File: config.mk
export PLATFORM = sky130hd
export DESIGN_NAME = max_pool_2x2_flat
export DESIGN_NICKNAME = d
export VERILOG_FILES = /design/src/rtl/pool_pkg.sv /design/src/rtl/max_pool_2x2_if.sv /design/src/rtl/pool_max_lane.sv /design/src/rtl/max_pool_2x2.sv /design/src/flat_wrapper.sv
export SDC_FILE = /design/constraint.sdc
export NUM_CORES = 1
export LEC_CHECK = 0
export CAP_MARGIN = 20
export CORE_MARGIN = 5
export CORE_UTILIZATION = 62
export DETAILED_ROUTE_END_ITERATION = 10
export GPL_TIMING_DRIVEN = 0
export PLACE_DENSITY_LB_ADDON = 0.25
export SLEW_MARGIN = 20
export SYNTH_ARGS = -nofsm -noshare
export SYNTH_HDL_FRONTEND = slang
export SYNTH_SLANG_ARGS = --single-unit
export TNS_END_PERCENT = 50
File: constraint.sdc
create_clock -name clk -period 9.2 [get_ports clk]
set_input_delay 0.92 -clock clk [delete_from_list [all_inputs] [get_ports clk]]
set_output_delay 0.92 -clock clk [all_outputs]
set_load 0.05 [all_outputs]
File: src/rtl/pool_pkg.sv
// ---------------------------------------------------------------------------
// pool_pkg
// Shared definitions for the 2x2 max-pool block: the frame FSM state enum,
// default geometry/precision constants, the coordinate width used by the
// pooled x/y outputs, and a helper that locates a channel inside a packed
// beat (channel 0 occupies the most significant activation slot).
// ---------------------------------------------------------------------------
package pool_pkg;

   localparam int DEF_CH_NUM     = 4;
   localparam int DEF_BW_PER_ACT = 8;
   localparam int DEF_MAP_W      = 4;
   localparam int DEF_MAP_H      = 4;

   // Width of the raster counters and the pooled coordinate outputs.
   localparam int COORD_W = 5;

   typedef enum logic [1:0] {
      IDLE = 2'd0,
      RUN  = 2'd1,
      DONE = 2'd2
   } poolState_e;

   // Channel 0 sits in the top slot, so channel c starts at (chNum-1-c)*bw.
   function automatic int laneLsb(input int ch, input int chNum, input int bw);
      return (chNum - 1 - ch) * bw;
   endfunction

endpackage

File: src/rtl/max_pool_2x2_if.sv
// ---------------------------------------------------------------------------
// max_pool_2x2_if
// Bundles the pixel stream in and the pooled stream out of max_pool_2x2.
//   start      : one-cycle pulse arming a new frame
//   in_valid   : in_data holds a valid pixel beat
//   in_data    : CH_NUM packed signed activations, channel 0 in the MSBs
//   busy       : frame currently being accepted
//   out_valid  : one-cycle pooled-pixel strobe
//   out_data   : pooled pixel, same packing as in_data
//   out_x/out_y: pooled column/row index
//   frame_done : one-cycle pulse alongside the last pooled pixel
// Modport slave is the pooling block, master is the pixel producer/consumer.
// ---------------------------------------------------------------------------
interface max_pool_2x2_if
   import pool_pkg::*;
#(
   parameter int CH_NUM     = DEF_CH_NUM,
   parameter int BW_PER_ACT = DEF_BW_PER_ACT
);

   logic                           start;
   logic                           in_valid;
   logic [CH_NUM*BW_PER_ACT-1:0]   in_data;
   logic                           busy;
   logic                           out_valid;
   logic [CH_NUM*BW_PER_ACT-1:0]   out_data;
   logic [COORD_W-1:0]             out_x;
   logic [COORD_W-1:0]             out_y;
   logic                           frame_done;

   modport master (
      output start, in_valid, in_data,
      input  busy, out_valid, out_data, out_x, out_y, frame_done
   );

   modport slave (
      input  start, in_valid, in_data,
      output busy, out_valid, out_data, out_x, out_y, frame_done
   );

endinterface

File: src/rtl/pool_max_lane.sv
// ---------------------------------------------------------------------------
// pool_max_lane
// Per-channel datapath for 2x2 max pooling, purely combinational.
//   act_i      : incoming raw signed activation for this channel
//   pairHold_i : registered (already clamped) activation from the even column
//   rowEntry_i : pair maximum stored from the even row above
//   actClamp_o : incoming activation after the optional ReLU clamp
//   pairMax_o  : max(pairHold_i, actClamp_o)
//   quadMax_o  : max(rowEntry_i, pairMax_o)
// Build option: define POOL_RELU_EN to clamp activations to max(value,0)
// before pooling; otherwise raw signed values are pooled.
// ---------------------------------------------------------------------------
module pool_max_lane
   import pool_pkg::*;
#(
   parameter int BW = DEF_BW_PER_ACT
)(
   input  logic signed [BW-1:0] act_i,
   input  logic signed [BW-1:0] pairHold_i,
   input  logic signed [BW-1:0] rowEntry_i,
   output logic signed [BW-1:0] actClamp_o,
   output logic signed [BW-1:0] pairMax_o,
   output logic signed [BW-1:0] quadMax_o
);

   // Clamp happens at the very input, so the held value, the row buffer
   // and the final result all live in the clamped domain.
`ifdef POOL_RELU_EN
   assign actClamp_o = act_i[BW-1] ? '0 : act_i;
`else
   assign actClamp_o = act_i;
`endif

   // Ties keep the earlier operand (left column, upper row); both operands
   // are then equal, so the result is bit-identical either way.
   assign pairMax_o = (pairHold_i >= actClamp_o) ? pairHold_i : actClamp_o;
   assign quadMax_o = (rowEntry_i >= pairMax_o) ? rowEntry_i : pairMax_o;

endmodule

File: src/rtl/max_pool_2x2.sv
// ---------------------------------------------------------------------------
// max_pool_2x2
// Streaming 2x2 / stride-2 max pooling over a MAP_W x MAP_H frame of
// CH_NUM-channel signed pixels arriving in raster order (x fastest).
//   clk : single clock, rising edge
//   rst : asynchronous active-high reset
//   bus : max_pool_2x2_if.slave -- start/in_valid/in_data in,
//         busy/out_valid/out_data/out_x/out_y/frame_done out
// Even columns are held in a register, odd columns form the horizontal pair
// max; even rows park the pair max in a MAP_W/2 row buffer, odd rows combine
// it with the buffered value and emit the pooled pixel one cycle later.
// Build option: POOL_RELU_EN (see pool_max_lane) clamps inputs to >= 0.
// ---------------------------------------------------------------------------
module max_pool_2x2
   import pool_pkg::*;
#(
   parameter int CH_NUM     = DEF_CH_NUM,
   parameter int BW_PER_ACT = DEF_BW_PER_ACT,
   parameter int MAP_W      = DEF_MAP_W,
   parameter int MAP_H      = DEF_MAP_H
)(
   input logic           clk,
   input logic           rst,
   max_pool_2x2_if.slave bus
);

   localparam int DW       = CH_NUM * BW_PER_ACT;
   localparam int RB_DEPTH = MAP_W / 2;
   localparam int RB_AW    = (RB_DEPTH > 1) ? $clog2(RB_DEPTH) : 1;
   localparam logic [COORD_W-1:0] X_LAST = COORD_W'(MAP_W - 1);
   localparam logic [COORD_W-1:0] Y_LAST = COORD_W'(MAP_H - 1);

   poolState_e         state_q, state_d;
   logic [COORD_W-1:0] xCnt_q, xCnt_d;
   logic [COORD_W-1:0] yCnt_q, yCnt_d;
   logic [DW-1:0]      hold_q, hold_d;
   logic [DW-1:0]      outData_q, outData_d;
   logic [COORD_W-1:0] outX_q, outX_d;
   logic [COORD_W-1:0] outY_q, outY_d;
   logic               outValid_q, outValid_d;
   logic               frameDone_q, frameDone_d;
   logic [DW-1:0]      rowBuf_q [RB_DEPTH];

   logic               accept;
   logic               lastBeat;
   logic               rowWrite;
   logic [RB_AW-1:0]   rbIdx;
   logic [DW-1:0]      rowEntry;
   logic [DW-1:0]      actClamp;
   logic [DW-1:0]      pairMax;
   logic [DW-1:0]      quadMax;

   assign accept   = (state_q == RUN) && bus.in_valid;
   assign lastBeat = (xCnt_q == X_LAST) && (yCnt_q == Y_LAST);
   assign rbIdx    = xCnt_q[RB_AW:1];
   assign rowEntry = rowBuf_q[rbIdx];

   // One lane per channel; the slice position follows the beat packing.
   for (genvar c = 0; c < CH_NUM; c++) begin : gLane
      localparam int LSB = laneLsb(c, CH_NUM, BW_PER_ACT);
      pool_max_lane #(.BW(BW_PER_ACT)) uLane (
         .act_i      (bus.in_data[LSB +: BW_PER_ACT]),
         .pairHold_i (hold_q[LSB +: BW_PER_ACT]),
         .rowEntry_i (rowEntry[LSB +: BW_PER_ACT]),
         .actClamp_o (actClamp[LSB +: BW_PER_ACT]),
         .pairMax_o  (pairMax[LSB +: BW_PER_ACT]),
         .quadMax_o  (quadMax[LSB +: BW_PER_ACT])
      );
   end

   // Frame FSM: start only matters in IDLE, the final accepted beat ends the
   // frame, and DONE is a single bookkeeping cycle back to IDLE.
   always_comb begin
      state_d = state_q;
      unique case (state_q)
         IDLE:    if (bus.start) state_d = RUN;
         RUN:     if (accept && lastBeat) state_d = DONE;
         DONE:    state_d = IDLE;
         default: state_d = IDLE;
      endcase
   end

   // Datapath next state. Nothing moves unless a beat is accepted, so gaps
   // in in_valid are pure stalls. The pooled outputs keep their last value
   // between strobes; only the strobes default low.
   always_comb begin
      xCnt_d      = xCnt_q;
      yCnt_d      = yCnt_q;
      hold_d      = hold_q;
      outData_d   = outData_q;
      outX_d      = outX_q;
      outY_d      = outY_q;
      outValid_d  = 1'b0;
      frameDone_d = 1'b0;
      rowWrite    = 1'b0;
      if ((state_q == IDLE) && bus.start) begin
         xCnt_d = '0;
         yCnt_d = '0;
      end
      if (accept) begin
         if (!xCnt_q[0]) begin
            hold_d = actClamp;
         end else if (!yCnt_q[0]) begin
            rowWrite = 1'b1;
         end else begin
            outData_d   = quadMax;
            outX_d      = xCnt_q >> 1;
            outY_d      = yCnt_q >> 1;
            outValid_d  = 1'b1;
            frameDone_d = lastBeat;
         end
         if (xCnt_q == X_LAST) begin
            xCnt_d = '0;
            yCnt_d = (yCnt_q == Y_LAST) ? '0 : yCnt_q + 1'b1;
         end else begin
            xCnt_d = xCnt_q + 1'b1;
         end
      end
   end

   // All control and output state clears immediately on reset so a frame
   // interrupted mid-way leaves no pending strobe behind.
   always_ff @(posedge clk or posedge rst) begin
      if (rst) begin
         state_q     <= IDLE;
         xCnt_q      <= '0;
         yCnt_q      <= '0;
         hold_q      <= '0;
         outData_q   <= '0;
         outX_q      <= '0;
         outY_q      <= '0;
         outValid_q  <= 1'b0;
         frameDone_q <= 1'b0;
      end else begin
         state_q     <= state_d;
         xCnt_q      <= xCnt_d;
         yCnt_q      <= yCnt_d;
         hold_q      <= hold_d;
         outData_q   <= outData_d;
         outX_q      <= outX_d;
         outY_q      <= outY_d;
         outValid_q  <= outValid_d;
         frameDone_q <= frameDone_d;
      end
   end

   // Row buffer has no reset: every entry is rewritten on an even row before
   // the odd row below reads it, so stale contents never reach an output.
   always_ff @(posedge clk) begin
      if (rowWrite) begin
         rowBuf_q[rbIdx] <= pairMax;
      end
   end

   assign bus.busy       = (state_q == RUN);
   assign bus.out_valid  = outValid_q;
   assign bus.out_data   = outData_q;
   assign bus.out_x      = outX_q;
   assign bus.out_y      = outY_q;
   assign bus.frame_done = frameDone_q;

endmodule
File: src/flat_wrapper.sv
// flat-port wrapper written by rule: the top's interface ports become plain ports
module max_pool_2x2_flat import pool_pkg::*;
#(
   parameter int CH_NUM     = DEF_CH_NUM,
   parameter int BW_PER_ACT = DEF_BW_PER_ACT,
   parameter int MAP_W      = DEF_MAP_W,
   parameter int MAP_H      = DEF_MAP_H
)
  (clk, rst, bus_start, bus_in_valid, bus_in_data, bus_busy, bus_out_valid, bus_out_data, bus_out_x, bus_out_y, bus_frame_done);
  max_pool_2x2_if #(.CH_NUM(CH_NUM), .BW_PER_ACT(BW_PER_ACT)) bus_i ();
  input logic clk;
  input logic rst;
  input wire logic [$bits(bus_i.start)-1:0] bus_start;
  input wire logic [$bits(bus_i.in_valid)-1:0] bus_in_valid;
  input wire logic [$bits(bus_i.in_data)-1:0] bus_in_data;
  output wire logic [$bits(bus_i.busy)-1:0] bus_busy;
  output wire logic [$bits(bus_i.out_valid)-1:0] bus_out_valid;
  output wire logic [$bits(bus_i.out_data)-1:0] bus_out_data;
  output wire logic [$bits(bus_i.out_x)-1:0] bus_out_x;
  output wire logic [$bits(bus_i.out_y)-1:0] bus_out_y;
  output wire logic [$bits(bus_i.frame_done)-1:0] bus_frame_done;
  assign bus_i.start = bus_start;
  assign bus_i.in_valid = bus_in_valid;
  assign bus_i.in_data = bus_in_data;
  assign bus_busy = bus_i.busy;
  assign bus_out_valid = bus_i.out_valid;
  assign bus_out_data = bus_i.out_data;
  assign bus_out_x = bus_i.out_x;
  assign bus_out_y = bus_i.out_y;
  assign bus_frame_done = bus_i.frame_done;
  max_pool_2x2 #(.CH_NUM(CH_NUM), .BW_PER_ACT(BW_PER_ACT), .MAP_W(MAP_W), .MAP_H(MAP_H)) u_core (.clk(clk), .rst(rst), .bus(bus_i));
endmodule
# [Yosys cells after proc, flatten, opt, wreduce, memory -nomap -nowiden]
# Memories as Yosys holds them, arrays and structs flattened.
# Index checks and enable logic that the tools add are counted.
[op_classes] add_sub_neg=2 n_mul=0 n_div=0 magnitude_cmp=8 n_eq_ne=5 shift=0 n_mux=29 bitwise_logic=1 n_reduce_logical=9
[ops] cell="$ge A8 B8 Y1" n=8
[ops] cell="$mux W8" n=8
[ops] cell="$mux W5" n=7
[ops] cell="$mux W1" n=11
[ops] cell="$add A5 B1 Y5 const B" n=2
[ops] cell="$eq A5 B2 Y1 const B" n=2
[ops] cell="$logic_and A1 B1 Y1" n=4
[ops] cell="$mux W2" n=2
[ops] cell="$pmux W2 S2" n=1
[ops] cell="$reduce_and A2 Y1" n=2
[ops] cell="$reduce_and A3 Y1" n=1
[ops] cell="$eq A2 B1 Y1 const B" n=1
[ops] cell="$logic_not A2 Y1" n=1
[ops] cell="$ne A2 B1 Y1 const B" n=1
[ops] cell="$ne A2 B2 Y1 const B" n=1
[ops] cell="$reduce_bool A2 Y1" n=1
[ops] cell="$not A1 Y1" n=1
[word_totals] regBits=86 latch_bits=0 mem_bits_rw=64 rom_bits=0 inputBits=36 out_inout_bits=45 elab_cells=64 mem_count=1
[mem_list] name="u_core.rowBuf_q" words=2 width=32 read_ports=1 rd_ports_with_merged_regs=0 write_ports=1 line="max_pool_2x2.sv:42" text="logic [DW-1:0] rowBuf_q [RB_DEPTH];"

# [Depth between registers and ports, before layout]
# Gate-level depths: netlist of run 1.
[depth] depth_word=5 ltp_mapped=17 mapped_depth_nobuf=15

# [Cells and area by module]
# A second synthesis of run 1 with hierarchy kept.
[unflattened] hier_cells=772 hier_area_um2=9146.3
[modules_own_cells] module="max_pool_2x2" instances=1 cells_each=324 area_each_um2=5703.0 seq_area_each_um2=4073.9
[modules_own_cells] module="pool_max_lane" instances=4 cells_each=112 area_each_um2=860.8 seq_area_each_um2=0.0

# [Worst setup path after synthesis of run 1]
# OpenSTA, ideal clock, no wires.
[synth_timing] path_kind="input port to flip-flop" start="in bus_in_data[13]" end="reg u_core.outData_q[10] (netlist: u_core.bus.out_data[10])" setup_ps=87 arrival_ps=4110 required_time_ps=9113 slack_ps=5004 cell_stages=17 n_path_buf=2 path_cell_list="inv_1 > ha_1 > a21o_1 > a2111oi_0 > a21oi_1 > a21oi_4 > mux2i_1 > inv_1 > ha_1 > nand2b_1 > a211oi_1 > o21ai_1 > a41o_1 > clkbuf_1 > or2_1 > clkbuf_1 > o211ai_1"
[synth_between] elab_chain_len=4
[synth_lines] element="start: declaration" line="flat_wrapper.sv:15" text="input wire logic [$bits(bus_i.in_data)-1:0] bus_in_data;"
[synth_lines] element="$ge A8 B8 Y1" line="pool_max_lane.sv:36" text="assign pairMax_o = (pairHold_i >= actClamp_o) ? pairHold_i : actClamp_o;"
[synth_lines] element="$mux W8" line="pool_max_lane.sv:36"
[synth_lines] element="named net u_core.gLane[2].uLane.pairMax_o[0]" line="pool_max_lane.sv:22" text="output logic signed [BW-1:0] pairMax_o,"
[synth_lines] element="$ge A8 B8 Y1" line="pool_max_lane.sv:37" text="assign quadMax_o = (rowEntry_i >= pairMax_o) ? rowEntry_i : pairMax_o;"
[synth_lines] element="$mux W8" line="pool_max_lane.sv:37"
[synth_lines] element="end signal: assignment" line="max_pool_2x2.sv:139" text="outData_q <= outData_d;"
[synth_lines] element="end: declaration" line="max_pool_2x2.sv:37" text="logic [DW-1:0] outData_q, outData_d;"
# The timed path passes the listed nets, and every way through them passes these cells.
# A chain may end at the register's enable or synchronous reset.

# [Worst setup path after layout of run 1]
[layout_timing] start="in bus_in_data[13]" end="reg u_core.outData_q[14] (netlist: u_core.bus.out_data[14])"
# The elaborated chain is that of the path after synthesis.

==> results.yml, run 1 <==
drt:
  via_per_inst: 5.78
  drc: 0
  drt-total-wl_um: 17400
  ant_nets: 0
  drt_iter0_markers: 500
  num_vias: 5602
  dr.pass1.iters: 5
  drt-wirelength-per-cell_um: 18.0
floorplan:
  num_io_pins: 81
  coreArea_um2: 12600
  die-area_um2: 15100
  initial_core_util_pct: 62.7
  die_w_um: 123
  rows: 41
  die_y_um: 123
synthesis:
  synth-edff-count: 64
  async_flop_share_pct: 57.3
  synth-seq-area-share_pct: 51.7
  ys_warn_count: 0
  yosys-top-cells-count: "86 x dfrtp_1, 71 x nand2_1, 66 x ha_1, 65 x mux2_2"
  ys.flop_type: "dfrtp_1"
  yosysMostFrequentCell: "dfrtp_1"
  syn_inst: 678
  yosysTopAreaCell: "dfrtp_1"
  synthTopCellsByArea: "dfrtp_1 27%, edfxtp_1 24%, ha_1 10%"
  synth_area_um2: 7890
  synth_area_per_cell_um2: 11.6
  ys_ff_latch: 150
  yosysUniqueCellTypes: 54
  synth_top_area_share_pct: 27.3
layout:
  seq_area_um2: 4070
  n_antenna_cell: 0
  fill_cells: 814
  multi_input_area_um2: 3460
  drive_above_1_share_pct: 16.0
  syn_to_final_growth_pct: 22.0
  final_cell_area_um2: 9620
  num-nets-final: 887
outcome:
  status: "finished clean"
critical_path:
  cp.required_ns: 9.54
  start_kind: "input port"
  critPathLaunch: "bus_in_data[13]"
  path_class: "input port to flop"
  r2r_end: "u_core.bus.out_data[14]"
  timing.rr.start: "u_core.hold_q[13]"
  critical_path_peak_fanout: 9
  critPathArrivalTime_ns: 5.27
  reg2reg_slack_ns: 4.95
  crit_path_end_kind: "flop"
  r2r_cells: 16
pwr:
  vdd_ir_drop_max_v: 0.000238
  power_density_nw_per_um2: 390
  power.leakage_nw: 4.21
placement:
  placed_area_um2: 9000
  place_ws_ns: 3.91
  gp_congestion: 0.857
  place_hpwl_um: 12600
  port_buffers: 78
clocking:
  cts-root-buf: "clkbuf_16"
  post_cts_resize_count: 0
  clock-sinks: 150
  cts-buffers-inserted: 17
  cts_tree: "done"
  postCtsSetupBuffers: 0
  path_clk_slew_ns: 0.06
  h-tree-depth: 4
  hold_buffers: 0
  worstSkewPairLatency_ns: 0.43
  clk_path_buf_depth: 2
sta:
  setup_viol: 0
  fmax_mhz: 203
  grt_setup_unrepaired: "false"
  worstMarginPinSlew_ns: 0.900
  maxSlewViolCount: 0
  final_hold_viol_count: 0
  fin_crit_sh_pct: 53.5
  max-slew-margin-rel_pct: 39.8
  setup_ws_ns: 4.28
  tns_ns: 0
  min_period_ns: 4.92
  clock-skew-final_ns: 0.00637
global_route:
  grt_pass1_wl_um: 28600
  grt_pass1_vias: 6005
  antenna_found_initial: 0
  grt-ovfl-total: 0
  track_usage_pct: 24.9
  grt_max_degree: 58
hold_path:
  hold_path_end: "u_core.bus.out_x[3]"
  hold_path_depth: 2
  min_path_type: "flop to flop"
  hp-start: "u_core.bus.out_x[3]"
job:
  timing.max_cap.violations: 0
## cells in the final DEF, fill, tap and decap left out, types with 21 or more instances in the layout
master / Yosys / final
ha_1: 66 / 66
nand3_1: 21 / 21
edfxtp_1: 64 / 64
mux2i_1: 26 / 26
clkdlybuf4s50_1: 0 / 78
o21ai_0: 31 / 31
nand2_1: 71 / 71
inv_1: 64 / 63
dfrtp_1: 86 / 86
mux2_2: 65 / 65
## critical path: stages
cell	delay, ns
clkdlybuf4s50_1	0.51
inv_1	0.06
ha_1	0.32
a21o_1	0.19
a2111oi_0	0.41
a21oi_1	0.13
a21oi_4	0.33
mux2i_1	0.31
inv_1	0.12
ha_1	0.29
nand2b_1	0.15
a211oi_1	0.24
o21ai_1	0.11
a41o_1	0.24
clkbuf_1	0.22
or2_1	0.26
clkbuf_1	0.22
o211ai_1	0.23
## per-layer routing
metal  part of all wire, %  track usage, %  up-vias
met5                     0               0        -
met4                   2.5            11.3        0
met3                   4.7            5.35       37
met2                    51            43.1      160
met1                    41            29.8     2761
li1                      -               -     2644
## power by group
part	switching [mW]	internal, mW
clock network	0.261	0.476
logic	1.16	0.746
registers	0.128	0.983
## through the flow
| step | hold slack [ns] | total power, mW | utilization, % | std cells |
|---|---|---|---|---|
| 6_report | 0.471 | 3.75 | 76.6 | 970 |
| 3_3_place_gp | 0.459 | 2.89 | 70.7 | 929 |
| 2_1_floorplan | 0.471 | 2.46 | - | 679 |
| 5_1_grt | 0.494 | 3.99 | 76.6 | 970 |
| 4_1_cts | 0.475 | 3.76 | 76.6 | 970 |
| 3_5_place_dp | 0.462 | 3.00 | 71.6 | 938 |
## logic make-up after synthesis
logic type / Yosys count / synth area share, %
DFF: 150 / 51.7
and+or+nand+nor: 149 / 8.85
AOI/OAI and AO/OA: 125 / 11.2
buffers and inverters: 92 / 4.60
adders and majority gates: 66 / 10.5
xor gates and xnor gates: 1 / 0.111
other: 1 / 0.0476
muxes: 94 / 13.1
## how the worst max path moves through the flow
| stage | to | slack [ns] |
|---|---|---|
| 2_1_floorplan | u_core.bus.out_data[10] | 5.00 |
| 3_3_place_gp | u_core.rowBuf_q[1][3] | 3.03 |
| 3_5_place_dp | u_core.bus.out_data[14] | 3.91 |
| 4_1_cts | u_core.bus.out_data[14] | 4.33 |
| 5_1_grt | u_core.bus.out_data[14] | 3.90 |
| 6_report | u_core.bus.out_data[14] | 4.28 |
## registers in the layout, indices dropped and copies added (netlist names)
name / cells
u_core.rowBuf_q: 64
u_core.bus.out_data: 32
u_core.hold_q: 32
u_core.xCnt_q: 5
u_core.yCnt_q: 5
u_core.bus.out_x: 4
u_core.bus.out_y: 4
u_core.state_q: 2
u_core.bus.frame_done: 1
u_core.bus.out_valid: 1
## cell type report
type / count / share of cell area (%)
Sequential cell: 150 / 42.3
Multi-Input combinational cell: 437 / 36.0
Timing Repair Buffer: 87 / 9.18
Clock buffer: 20 / 4.54
Inverter: 68 / 2.68
Tap cell: 172 / 2.24
Clock inverter: 12 / 1.91
Buffer: 24 / 1.12
(Power assumes the default switching activity.)
==> run 2: changes to the inputs <==
- CORE_UTILIZATION: 62 -> 57
- clock period: 9.2 -> 4.9 ns (I/O delays scaled with it)
==> run 2 against run 1 <==
Against the previous run:
- sequential share of layout area grew 0.16 points
- routed wire length shrank 3.2%
- highest routed layer unchanged
- worst hold slack gained 0.0012 ns
- critical endpoint is now u_core.bus.out_data[13]
- flip-flop and latch count is the same
- global-route usage shrank 3.0 points
- clock-buffer cell count grew 1
- core utilization shrank 6.7 points
==> results.yml, run 2 (synthesized netlist as in run 1, its figures left out) <==
layout:
  largest-register: "u_core.rowBuf_q"
  n_antenna_cell: 0
  final_cells: 976
  num-nets-final: 885
  final_cell_mix: "86 x dfrtp_1, 78 x clkdlybuf4s50_1, 71 x nand2_1, 66 x ha_1, 65 x mux2_2"
  largest_reg_flops: 64
  syn_to_final_growth_pct: 21.5
  drive_above_1_share_pct: 16.5
  final_common_cell: "dfrtp_1"
  fill_cells: 972
floorplan:
  die_y_um: 128
  initial_core_util_pct: 57.5
  num_io_pins: 81
  rows: 43
  die_w_um: 128
  die-area_um2: 16300
  coreArea_um2: 13700
sta:
  grt_setup_unrepaired: "false"
  fin_crit_sh_pct: 88.8
  tns_ns: 0
  hold_slack_ns: 0.472
  clock-skew-final_ns: 0.00624
  maxSlewViolCount: 0
  max-slew-margin-rel_pct: 44.7
  final_hold_viol_count: 0
  fmax_mhz: 230
  setup_viol: 0
  min_period_ns: 4.35
  worstMarginPinSlew_ns: 0.827
clocking:
  clk_path_buf_depth: 2
  post_cts_resize_count: 0
  cts_tree: "done"
  hold_buffers: 0
  worstSkewPairLatency_ns: 0.42
  cts-root-buf: "clkbuf_16"
  postCtsSetupBuffers: 0
  cts-buffers-inserted: 17
  clock-sinks: 150
  h-tree-depth: 4
  path_clk_slew_ns: 0.06
drt:
  drt-wirelength-per-cell_um: 17.3
  num_vias: 5569
  via_per_inst: 5.71
  ant_nets: 0
  dr.pass1.iters: 5
  drt_iter0_markers: 429
  drc: 0
  drt-total-wl_um: 16900
outcome:
  status: "finished clean"
critical_path:
  max_stage_delay_ns: 0.50
  cp.required_ns: 5.24
  critPathBufInv: 5
  slowest_stage: "clkdlybuf4s50_1"
  reg2reg_slack_ns: 0.79
  path_class: "input port to flop"
  critPathArrivalTime_ns: 4.69
  r2r_cells: 16
  start_kind: "input port"
  critical-path-top-delay-family: "compound AO/OA/AOI/OAI gates"
  r2r_end: "u_core.bus.out_data[13]"
  critPathLaunch: "bus_in_data[13]"
  critical_path_peak_fanout: 9
  cp.depth: 18
  timing.rr.start: "u_core.hold_q[13]"
  crit_path_end_kind: "flop"
  worstPathCellList: "clkdlybuf4s50_1, inv_1, ha_1, a21o_1, a2111oi_0, a21oi_1, a21oi_4, mux2i_1, inv_1, ha_1, nand2b_1, a211oi_1, o21ai_1, a41o_1, clkbuf_1, or2_1, clkbuf_1, o211ai_1"
hold_path:
  hold_path_depth: 2
  hp-start: "u_core.bus.out_x[3]"
  min_path_type: "flop to flop"
  hold_path_end: "u_core.bus.out_x[3]"
job:
  timing.max_cap.violations: 0
pwr:
  vdd_ir_drop_max_v: 0.000399
  power_density_nw_per_um2: 721
  power.leakage_nw: 4.19
global_route:
  antenna_found_initial: 0
  grt_max_degree: 45
  grt_pass1_wl_um: 28200
  track_usage_pct: 21.9
  grt-ovfl-total: 0
  grt_pass1_vias: 5765
placement:
  port_buffers: 78
  gp_congestion: 0.820
  place_hpwl_um: 12300
  placed_cells: 944
-- run 2: tightest hold or removal path, stage by stage, from the launching register on --
cell and delay (ns):
dfrtp_1 0.34, nand2_1 0.05, nand2_1 0.05
-- run 2: where the power goes --
part	leakage [nW]	switching, mW	internal, mW
Sequential	1.66	0.233	1.85
Clock	0.297	0.511	0.783
Combinational	2.24	2.16	1.39
-- run 2: layer usage --
metal	GRT usage (%)	vias up	share of wire, %
met4	7.49	0	1.7
met3	4.52	25	4.4
met2	36.5	130	50
li1	-	2658	-
met5	0	-	0
met1	28.6	2756	44
-- run 2: cell type report --
cell class | instances | area, um2 | share of cell area, %
Sequential cell | 150 | 4070 | 42.5
Multi-Input combinational cell | 437 | 3460 | 36.1
Timing Repair Buffer | 85 | 861 | 8.98
Clock buffer | 21 | 503 | 5.25
Inverter | 68 | 258 | 2.69
Tap cell | 180 | 225 | 2.35
Buffer | 24 | 108 | 1.12
Clock inverter | 11 | 93.8 | 0.979
-- run 2: worst max path at each step --
stage                              endpoint  slack [ns]
detailed placement  u_core.bus.out_data[13]        0.21
global placement      u_core.rowBuf_q[1][1]       -0.86
CTS                 u_core.bus.out_data[13]        0.61
global route        u_core.bus.out_data[12]        0.18
floorplan             u_core.rowBuf_q[1][0]        0.94
finish              u_core.bus.out_data[13]        0.55
-- run 2: through the flow --
stage	setup WS [ns]	power (mW)	utilization, %	instance area [um2]
global placement	-0.857	5.46	64.8	8900
detailed placement	0.207	5.60	65.5	8990
floorplan	0.944	4.61	-	7890
finish	0.550	6.92	69.9	9590
global route	0.180	7.40	69.9	9590
CTS	0.606	6.93	69.9	9590
==> run 3: changes to the inputs <==
- CORE_MARGIN: 5 -> 4
- MAX_ROUTING_LAYER: not set -> met4
==> run 3 against run 2 <==
Against the previous run:
- worst setup slack got worse by 0.26 ns
- final cell count down 0.31%
- via count decreased by 0.38%
- final area about the same
- die area is 3.1% lower
- critical path type unchanged
- largest cell class unchanged
- largest power group unchanged
==> results.yml, run 3 (synthesized netlist as in run 1, its figures left out) <==
layout:
  final_common_cell: "dfrtp_1"
  syn_to_final_growth_pct: 21.6
  final_cells: 973
  final_cell_area_um2: 9590
  n_antenna_cell: 0
  final_cell_mix: "86 x dfrtp_1, 78 x clkdlybuf4s50_1, 71 x nand2_1, 66 x ha_1, 65 x mux2_2"
  num-nets-final: 886
  fill_cells: 955
  largest_reg_flops: 64
  largest-register: "u_core.rowBuf_q"
  drive_above_1_share_pct: 16.4
drt:
  ant_nets: 0
  drt-total-wl_um: 17500
  drc: 0
  num_vias: 5548
  via_per_inst: 5.70
  drt_iter0_markers: 395
  dr.pass1.iters: 6
  drt-wirelength-per-cell_um: 18.0
sta:
  clock-skew-final_ns: 0.00502
  setup_viol: 0
  fin_crit_sh_pct: 94.2
  final_hold_viol_count: 0
  min_period_ns: 4.61
  max-slew-margin-rel_pct: 44.3
  fmax_mhz: 217
  maxSlewViolCount: 0
  grt_setup_unrepaired: "false"
  worstMarginPinSlew_ns: 0.832
critical_path:
  timing.rr.start: "u_core.hold_q[13]"
  cp.required_ns: 5.23
  start_kind: "input port"
  crit_path_end_kind: "flop"
  r2r_cells: 16
  path_class: "input port to flop"
  r2r_end: "u_core.bus.out_data[14]"
  critical_path_peak_fanout: 9
  reg2reg_slack_ns: 0.53
  critPathArrivalTime_ns: 4.94
placement:
  port_buffers: 78
  placed_area_um2: 8990
  place_hpwl_um: 12800
  gp_congestion: 0.872
  placed_cells: 941
pwr:
  internal-power_mw: 4.07
  power_frac_seq_pct: 29.9
  power_frac_comb_pct: 51.2
  vdd_ir_drop_max_v: 0.000359
  swShare_pct: 41.6
  power_density_nw_per_um2: 726
  power.leakage_nw: 4.20
  clockPowerShare_pct: 18.9
  total_power_mw: 6.97
  switchingPower_mw: 2.90
clocking:
  clock-sinks: 150
  cts_tree: "done"
  hold_buffers: 0
  post_cts_resize_count: 0
  postCtsSetupBuffers: 0
  worstSkewPairLatency_ns: 0.42
  clk_path_buf_depth: 2
  cts-buffers-inserted: 17
  cts-root-buf: "clkbuf_16"
  path_clk_slew_ns: 0.06
  h-tree-depth: 4
outcome:
  status: "finished clean"
global_route:
  grt_pass1_vias: 5865
  grt-ovfl-total: 0
  grt_use_met1_pct: 28.7
  antenna_found_initial: 0
  grt_pass1_wl_um: 28700
  top_usage_layer: "met2"
  grt_util_met2_pct: 38.4
  track_usage_pct: 23.5
  use_met3_pct: 4.70
  grt_max_degree: 49
floorplan:
  initial_core_util_pct: 58.9
  die_y_um: 126
  rows: 42
  num_io_pins: 81
  coreArea_um2: 13400
  die_w_um: 126
  die-area_um2: 15800
job:
  timing.max_cap.violations: 0
hold_path:
  min_path_type: "input port to async pin"
## run 3: cell types whose count changed in the layout (fill, tap and decap cells not counted)
cell | previous run | this run
clkbuf_16 | 19 | 18
clkinv_1 | 1 | 0
bufinv_16 | 1 | 2
clkbuf_8 | 2 | 4
buf_6 | 2 | 1
buf_4 | 6 | 8
clkinv_4 | 3 | 0
inv_4 | 2 | 1
clkbuf_1 | 13 | 15
clkinv_2 | 4 | 5
## run 3: through the flow
step                      util (%)  setup WS (ns)  hold WS (ns)  setup TNS (ns)
after detailed placement      67.1        -0.0211         0.466         -0.0488
after global routing          71.6          0.133         0.512               0
after global placement        66.3         -0.979         0.456          -47.45
final                         71.6          0.286         0.478               0
after floorplan                  -          0.944         0.471               0
after CTS                     71.6          0.409         0.481               0
## run 3: cell type report
cell class                 count  area [um2]  share of cell area [%]
buffer                        24         108                    1.12
clock inverter                 8        92.6                   0.965
timing repair buffer          86         865                    9.01
inverter                      68         258                    2.69
sequential                   150        4070                    42.5
tap                          176         220                    2.30
clock buffer                  24         513                    5.35
multi-input combinational    437        3460                    36.1
## run 3: worst max-delay path by stage
stage	cells past startpoint	to	startpoint
2_1_floorplan	6	u_core.rowBuf_q[1][0]	u_core.state_q[1]
3_3_place_gp	3	u_core.rowBuf_q[1][2]	u_core.xCnt_q[1]
3_5_place_dp	18	u_core.bus.out_data[13]	bus_in_data[13]
4_1_cts	18	u_core.bus.out_data[13]	bus_in_data[13]
5_1_grt	18	u_core.bus.out_data[14]	bus_in_data[13]
6_report	18	u_core.bus.out_data[14]	bus_in_data[13]
## run 3: worst max-delay path: stages
cell	delay [ns]
clkdlybuf4s50_1	0.51
inv_1	0.06
ha_1	0.30
a21o_1	0.18
a2111oi_0	0.48
a21oi_1	0.13
a21oi_4	0.34
mux2i_1	0.33
inv_1	0.12
ha_1	0.31
nand2b_1	0.15
a211oi_1	0.25
o21ai_1	0.12
a41o_1	0.25
clkbuf_1	0.21
or2_1	0.26
clkbuf_1	0.20
o211ai_1	0.23
## run 3: power by group through the flow
stage / registers [mW] / logic, mW / clock network (mW)
final: 2.08 / 3.57 / 1.32
after detailed placement: 2.10 / 3.53 / 0
after global placement: 2.08 / 3.36 / 0
after global routing: 2.13 / 3.92 / 1.40
after CTS: 2.08 / 3.57 / 1.34
after floorplan: 2.51 / 2.10 / 0
## run 3: routing by layer
| metal | vias up | wire length, um |
|---|---|---|
| met5 | - | 0 |
| met3 | 32 | 916 |
| met2 | 174 | 8590 |
| li1 | 2645 | - |
| met1 | 2697 | 7620 |
| met4 | 0 | 341 |
